`config.mk`:
```
export PLATFORM = sky130hd
export DESIGN_NAME = screen_write_bridge
export DESIGN_NICKNAME = d
export VERILOG_FILES = /design/src/rtl/screen_write_bridge.sv
export SDC_FILE = /design/constraint.sdc
export NUM_CORES = 1
export LEC_CHECK = 0
export ABC_AREA = 1
export CAP_MARGIN = 20
export CORE_UTILIZATION = 30
export CTS_CLUSTER_DIAMETER = 100
export DETAILED_ROUTE_END_ITERATION = 8
export PLACE_DENSITY = 0.46
export SETUP_SLACK_MARGIN = 0.2
export SYNTH_ARGS = -nofsm -noshare
export SYNTH_HDL_FRONTEND = slang
export SYNTH_SLANG_ARGS = --single-unit
```
`constraint.sdc`:
```
create_clock -name clk -period 10.85 [get_ports clk]
set_input_delay 1.6275 -clock clk [delete_from_list [all_inputs] [get_ports clk]]
set_output_delay 1.6275 -clock clk [all_outputs]
set_load 0.01 [all_outputs]
```
`src/rtl/screen_write_bridge.sv`:
```
// screen_write_bridge: snoops CPU data-memory writes that land in the Screen region,
// queues them in a small FIFO and replays them, in CPU order, on a valid/ready VRAM
// write port.
// Optional feature macro: SCREEN_BRIDGE_EXPAND_EN. When defined, each queued word is
// expanded into 16 pixel writes (bit k -> pixel offset*16+k, FG_COLOR/BG_COLOR).
module screen_write_bridge #(
  parameter int unsigned BASE_ADDR    = 16384,
  parameter int unsigned REGION_WORDS = 8192,
  parameter int unsigned FIFO_DEPTH   = 16,
  parameter int unsigned VRAM_ADDR_W  = 17,
  parameter logic [15:0] FG_COLOR     = 16'h0000,
  parameter logic [15:0] BG_COLOR     = 16'h0FFF
) (
  input  logic                        clk,
  input  logic                        reset_n,
  input  logic [14:0]                 cpu_addr,
  input  logic [15:0]                 cpu_data,
  input  logic                        cpu_we,
  output logic [VRAM_ADDR_W-1:0]      vram_addr,
  output logic [15:0]                 vram_data,
  output logic                        vram_we,
  input  logic                        vram_ready,
  output logic [$clog2(FIFO_DEPTH):0] fifo_level,
  output logic                        overflow,
  input  logic                        clear_ovf,
  output logic                        busy
);

  localparam int unsigned PtrW = $clog2(FIFO_DEPTH);
  localparam int unsigned LvlW = PtrW + 1;

  typedef logic [VRAM_ADDR_W-1:0] vaddr_t;
  typedef logic [LvlW-1:0]        lvl_t;

  typedef struct packed {
    logic [14:0] off;
    logic [15:0] data;
  } entry_t;

  typedef enum logic [1:0] {StIdle, StIssue, StExpand} state_e;

  // ---------------------------------------------------------------------------
  // Region decode
  // ---------------------------------------------------------------------------
  logic [31:0] addr_ext;
  logic        hit;
  logic [14:0] hit_off;

  assign addr_ext = {17'd0, cpu_addr};
  assign hit      = cpu_we && (addr_ext >= BASE_ADDR) && (addr_ext < BASE_ADDR + REGION_WORDS);
  assign hit_off  = cpu_addr - 15'(BASE_ADDR);

  // ---------------------------------------------------------------------------
  // FIFO
  // ---------------------------------------------------------------------------
  entry_t        mem_q [FIFO_DEPTH];
  logic [PtrW:0] wr_ptr_q, rd_ptr_q;
  lvl_t          level;
  logic          full, empty, push, pop;
  entry_t        head;

  // Pointers carry one extra bit so that full and empty differ.
  assign level = wr_ptr_q - rd_ptr_q;
  assign full  = (level == lvl_t'(FIFO_DEPTH));
  assign empty = (level == '0);
  // Full is judged on current occupancy, before any same-cycle pop frees a slot.
  assign push  = hit && !full;
  assign head  = mem_q[rd_ptr_q[PtrW-1:0]];

  // Storage array; occupancy lives in the pointers, so no reset is needed here.
  always_ff @(posedge clk) begin
    if (push) begin
      mem_q[wr_ptr_q[PtrW-1:0]] <= '{off: hit_off, data: cpu_data};
    end
  end

  // Read/write pointers advance on push and pop independently.
  always_ff @(posedge clk or negedge reset_n) begin
    if (!reset_n) begin
      wr_ptr_q <= '0;
      rd_ptr_q <= '0;
    end else begin
      if (push) wr_ptr_q <= wr_ptr_q + 1'b1;
      if (pop)  rd_ptr_q <= rd_ptr_q + 1'b1;
    end
  end

  // Sticky overflow: a dropped Screen write sets it, and setting beats clearing.
  logic overflow_q;
  always_ff @(posedge clk or negedge reset_n) begin
    if (!reset_n) begin
      overflow_q <= 1'b0;
    end else if (hit && full) begin
      overflow_q <= 1'b1;
    end else if (clear_ovf) begin
      overflow_q <= 1'b0;
    end
  end

  // ---------------------------------------------------------------------------
  // Output FSM
  // ---------------------------------------------------------------------------
  state_e state_q;
  logic   we_q;
  vaddr_t addr_q;
  logic [15:0] data_q;

`ifdef SCREEN_BRIDGE_EXPAND_EN
  logic [14:0] off_q;
  logic [15:0] word_q;
  logic [3:0]  k_q;
  logic [3:0]  k_nxt;

  assign k_nxt = k_q + 4'd1;

  function automatic vaddr_t pix_addr(input logic [14:0] off, input logic [3:0] k);
    return vaddr_t'({off, k});
  endfunction

  function automatic logic [15:0] pix_color(input logic set);
    return set ? FG_COLOR : BG_COLOR;
  endfunction
`else
  logic [15:0] unused_colors;
  assign unused_colors = FG_COLOR ^ BG_COLOR;
`endif

  // Pop decision: from idle whenever data waits, otherwise only as the last
  // beat of the current item is accepted.
  always_comb begin
    pop = 1'b0;
    case (state_q)
      StIdle:   pop = !empty;
`ifdef SCREEN_BRIDGE_EXPAND_EN
      StExpand: pop = !empty && vram_ready && (k_q == 4'hF);
`else
      StIssue:  pop = !empty && vram_ready;
`endif
      default:  pop = 1'b0;
    endcase
  end

  // State and registered VRAM outputs; outputs only change on acceptance or from idle.
  always_ff @(posedge clk or negedge reset_n) begin
    if (!reset_n) begin
      state_q <= StIdle;
      we_q    <= 1'b0;
      addr_q  <= '0;
      data_q  <= '0;
`ifdef SCREEN_BRIDGE_EXPAND_EN
      off_q   <= '0;
      word_q  <= '0;
      k_q     <= '0;
`endif
    end else begin
      case (state_q)
`ifdef SCREEN_BRIDGE_EXPAND_EN
        StIdle: begin
          if (pop) begin
            off_q   <= head.off;
            word_q  <= head.data;
            k_q     <= 4'd0;
            addr_q  <= pix_addr(head.off, 4'd0);
            data_q  <= pix_color(head.data[0]);
            we_q    <= 1'b1;
            state_q <= StExpand;
          end
        end
        StExpand: begin
          if (vram_ready) begin
            if (k_q != 4'hF) begin
              k_q    <= k_nxt;
              addr_q <= pix_addr(off_q, k_nxt);
              data_q <= pix_color(word_q[k_nxt]);
            end else if (pop) begin
              off_q  <= head.off;
              word_q <= head.data;
              k_q    <= 4'd0;
              addr_q <= pix_addr(head.off, 4'd0);
              data_q <= pix_color(head.data[0]);
            end else begin
              we_q    <= 1'b0;
              state_q <= StIdle;
            end
          end
        end
`else
        StIdle: begin
          if (pop) begin
            addr_q  <= vaddr_t'(head.off);
            data_q  <= head.data;
            we_q    <= 1'b1;
            state_q <= StIssue;
          end
        end
        StIssue: begin
          if (vram_ready) begin
            if (pop) begin
              addr_q <= vaddr_t'(head.off);
              data_q <= head.data;
            end else begin
              we_q    <= 1'b0;
              state_q <= StIdle;
            end
          end
        end
`endif
        default: begin
          we_q    <= 1'b0;
          state_q <= StIdle;
        end
      endcase
    end
  end

  assign vram_we    = we_q;
  assign vram_addr  = addr_q;
  assign vram_data  = data_q;
  assign fifo_level = level;
  assign overflow   = overflow_q;
  assign busy       = (level != '0) | we_q;

endmodule

```
==> qor.log <==
INFO  run_status     run_status=finished, final reports clean
INFO  global_routing globalRouteTotalUtil=15.9%
INFO  layout         final_design_area_no_fill=27,100um^2
INFO  cts            cts.reportedPaths.clkPinSlew=0.06ns
INFO  routing        routed_via_density=4.36
INFO  timing         rsz0062_at_grt=false
INFO  pwr            pwr-share-comb=33.1%
INFO  yosys          yosys_most_used_dff=edfxtp_1
INFO  critical_path  cell_depth_of_the_worst_setup_path=9
INFO  global_routing first_global_vias=14.6k
INFO  critical_path  critPathArrivalTime=4.09ns
INFO  die            start_util=30.5%
INFO  routing        detailedRoute.firstPassIterationCount=7
INFO  routing        drc_errors=0
INFO  critical_path  cp.buffers_inverters=2
INFO  yosys          syn_avg_cell_area=10.2um^2
INFO  critical_path  max_stage_delay=0.94ns
INFO  critical_path  crit-reg2reg-capture=mem_q[12][24]
INFO  yosys          yosys_warnings=0
INFO  cts            count_of_instances_resized_after_the_clock_tree_is_built=0
INFO  cts            clock-root-buffer=clkbuf_16
INFO  yosys          postSynthRegisterBits=539
INFO  timing         report.final.slew_viol_count=0
INFO  place          routabilityCongestion=0.778
INFO  cts            worstSkewPairLatency=0.62ns
INFO  worst_hold_path worstHoldPathCells=2
INFO  critical_path  setup.worst_path.class=flop to primary output
INFO  worst_hold_path worstHoldStart=vram_data[15]
INFO  die            die_h=281um
INFO  layout         fraction_of_final_layout_cells_with_drive_strength_greater_than_1=6.64%
INFO  layout         area_added_between_synthesis_and_finish=16.1%
INFO  cts            post-cts-setup-buffer-count=0
INFO  timing         slew_headroom=27.3%
INFO  global_routing pin_count_of_the_biggest_net_entering_global_routing=95
INFO  global_routing number_of_antenna_violations_at_the_first_check_in_global_routing=1
INFO  routing        wl=61.8mm
INFO  critical_path  worst-endpoint-required=9.22ns
INFO  critical_path  r2r_path_start=rd_ptr_q[1]
INFO  layout         most-common-layout-cells=nand2_1 (951), edfxtp_1 (496), inv_1 (304)
INFO  critical_path  cp_max_fo=49
INFO  pwr            power_frac_clock=29.8%
INFO  timing         setup_viol=0
INFO  layout         num_antenna_cells=0
INFO  cts            clkSinkCount=539
INFO  timing         timing.clock.skew=0.0252ns
INFO  pwr            ir_drop=0.125mV
INFO  critical_path  cp_dominant_cell_by_count=nand2_1
INFO  die            floorplan.io_pins=77
INFO  layout         fillers=7,706
INFO  yosys          ys_seq_area_share=68.5%
INFO  pwr            power_leakage=11.3nW
INFO  place          placed_area=25,100um^2
INFO  critical_path  cp_cell_sequence=clkinv_2, ha_1, nand3_2, nand2_1, nand2_1, nand3_2, nor2_4, nand2_1, clkdlybuf4s50_1
INFO  pwr            power.sequential.fraction=37.1%
INFO  die            dieArea=78,900um^2
INFO  layout         final_net_count=2,390
INFO  timing         final_worst_path_setup_slack=5.14ns
INFO  timing         timing.final.crit_period=5.71ns
INFO  pwr            power.switching=0.00247W
INFO  layout         finalCoreUtilization=35.4%
INFO  critical_path  critical_path.slowest_cell=clkinv_2
INFO  critical_path  reg2reg_depth=10
INFO  flow_run       maximum_capacitance_violations=0
INFO  global_routing grt_remaining_overflow=0
INFO  routing        detailroute.via_count=14.9k
INFO  cts            number_of_cts_inserted_buffers=58
INFO  die            rows=101
INFO  yosys          synth-async-reset-ratio=7.98%
INFO  timing         worst_pin_slew=1.09ns
INFO  yosys          synth-edff-count=496
INFO  pwr            power_density=250nW/um^2
INFO  timing         fin_tns_setup=0ns
INFO  cts            cts-htree-levels=2
INFO  pwr            power.share.switching=36.5%
INFO  cts            cts-root-to-sink-buffers=3
INFO  critical_path  crit_path_end_kind=primary output
INFO  place          pre_cts_ws=5.70ns
INFO  yosys          syn-cell-area=23,300um^2
INFO  worst_hold_path hold_class=flop to flop
INFO  yosys          synth.distinct_cells=29
INFO  routing        ant_nets=0
INFO  pwr            power_report.internal_total=0.00429W
INFO  critical_path  setup.worst_path.start_class=flop
INFO  yosys          postSynthCellCount=2,288
INFO  routing        drt_iter0_drc=961
INFO  die            core_ar=76,500um^2
INFO  timing         final.period_utilization=52.7%
INFO  routing        route.detailed.wl_per_inst=18.1um
INFO  cts            tritoncts=yes
INFO  die            die_w=281um
INFO  timing         report.final.hold_viol_count=0
INFO  place          io_buffer_count=74
INFO  critical_path  reg2reg_setup_slack=6.17ns
INFO  place          hpwl=34.4mm
INFO  timing         max_freq=175MHz
INFO  critical_path  crit_family=buffers and inverters
INFO  layout         most_common_cell_after_layout_fill_and_taps_aside=nand2_1
INFO  worst_hold_path min_to=vram_data[15]
INFO  cts            holdBufCountCts=0
INFO  global_routing global_route_wire_length_before_repair=93.5mm
==> layer usage <==
layer	share of wire, %	global-route usage, %
met5	0.018	0
met2	46	25.8
met1	48	22.2
met3	3.6	2.24
met4	2.2	4.18
==> worst min-delay path, stage by stage (launching register included) <==
cell	delay, ns
dfrtp_1	0.34
nand2_1	0.05
nand2_1	0.05
==> layout make-up <==
| cell class | count | area [um^2] | area share [%] |
|---|---|---|---|
| tap | 1030 | 1290 | 4.76 |
| inverter | 308 | 1160 | 4.29 |
| sequential | 539 | 16000 | 59.0 |
| multi-input combinational | 1334 | 5700 | 21.0 |
| timing repair buffer | 103 | 1020 | 3.76 |
| clock buffer | 79 | 1590 | 5.87 |
| clock inverter | 31 | 347 | 1.28 |
==> per-stage QoR <==
stage	cells	hold WS [ns]	total power [W]
2_1_floorplan	2289	0.463	0.00403
3_3_place_gp	3310	0.462	0.00481
3_5_place_dp	3311	0.464	0.00483
4_1_cts	3421	0.480	0.00686
5_1_grt	3424	0.497	0.00719
6_report	3424	0.475	0.00676
==> power groups by stage <==
| stage | Sequential [W] | Combinational (W) | Clock [W] |
|---|---|---|---|
| after floorplan | 0.00251 | 0.00152 | 0 |
| after global placement | 0.00255 | 0.00226 | 0 |
| final | 0.00251 | 0.00224 | 0.00201 |
| after global routing | 0.00253 | 0.00252 | 0.00214 |
| after detailed placement | 0.00255 | 0.00227 | 0 |
| after CTS | 0.00251 | 0.00228 | 0.00207 |
==> logic make-up after synthesis <==
family | Yosys count | share of synthesized area, %
compound gates | 34 | 0.751
simple gates | 1283 | 22.5
xor+xnor | 5 | 0.188
fa+ha+maj | 10 | 0.569
other cells | 1 | 0.0161
flops | 539 | 68.5
buf+inv | 416 | 7.55
==> cell usage after synthesis, types with 2 or more instances <==
| library cell | n | area, um^2 |
|---|---|---|
| nand2_1 | 951 | 3570 |
| edfxtp_1 | 496 | 14900 |
| inv_1 | 305 | 1140 |
| nand3_1 | 234 | 1170 |
| nor2_1 | 75 | 282 |
| buf_2 | 43 | 215 |
| dfrtp_1 | 43 | 1080 |
| clkbuf_1 | 27 | 101 |
| buf_4 | 24 | 180 |
| o21ai_0 | 22 | 110 |
| nor2_2 | 10 | 62.6 |
| ha_1 | 9 | 113 |
| o21ai_1 | 9 | 45.0 |
| buf_1 | 7 | 26.3 |
| buf_6 | 7 | 78.8 |
| xor2_1 | 5 | 43.8 |
| nand2_4 | 4 | 45.0 |
| inv_2 | 2 | 7.51 |
| nand2_2 | 2 | 12.5 |
| nand3_2 | 2 | 20.0 |
| nand3_4 | 2 | 35.0 |
| nor2_4 | 2 | 22.5 |
==> worst max-delay path by stage <==
stage / from / to
2_1_floorplan: cpu_we / mem_q[11][0]
3_3_place_gp: rd_ptr_q[1] / busy
3_5_place_dp: rd_ptr_q[1] / busy
4_1_cts: rd_ptr_q[1] / busy
5_1_grt: rd_ptr_q[1] / busy
6_report: rd_ptr_q[1] / busy
==> state kept, by name (all words and copies together) (netlist names) <==
name and flops:
mem_q 496, vram_data 16, rd_ptr_q 5, vram_we 1, overflow 1, vram_addr 15, wr_ptr_q 5
(Power assumes the default switching activity.)
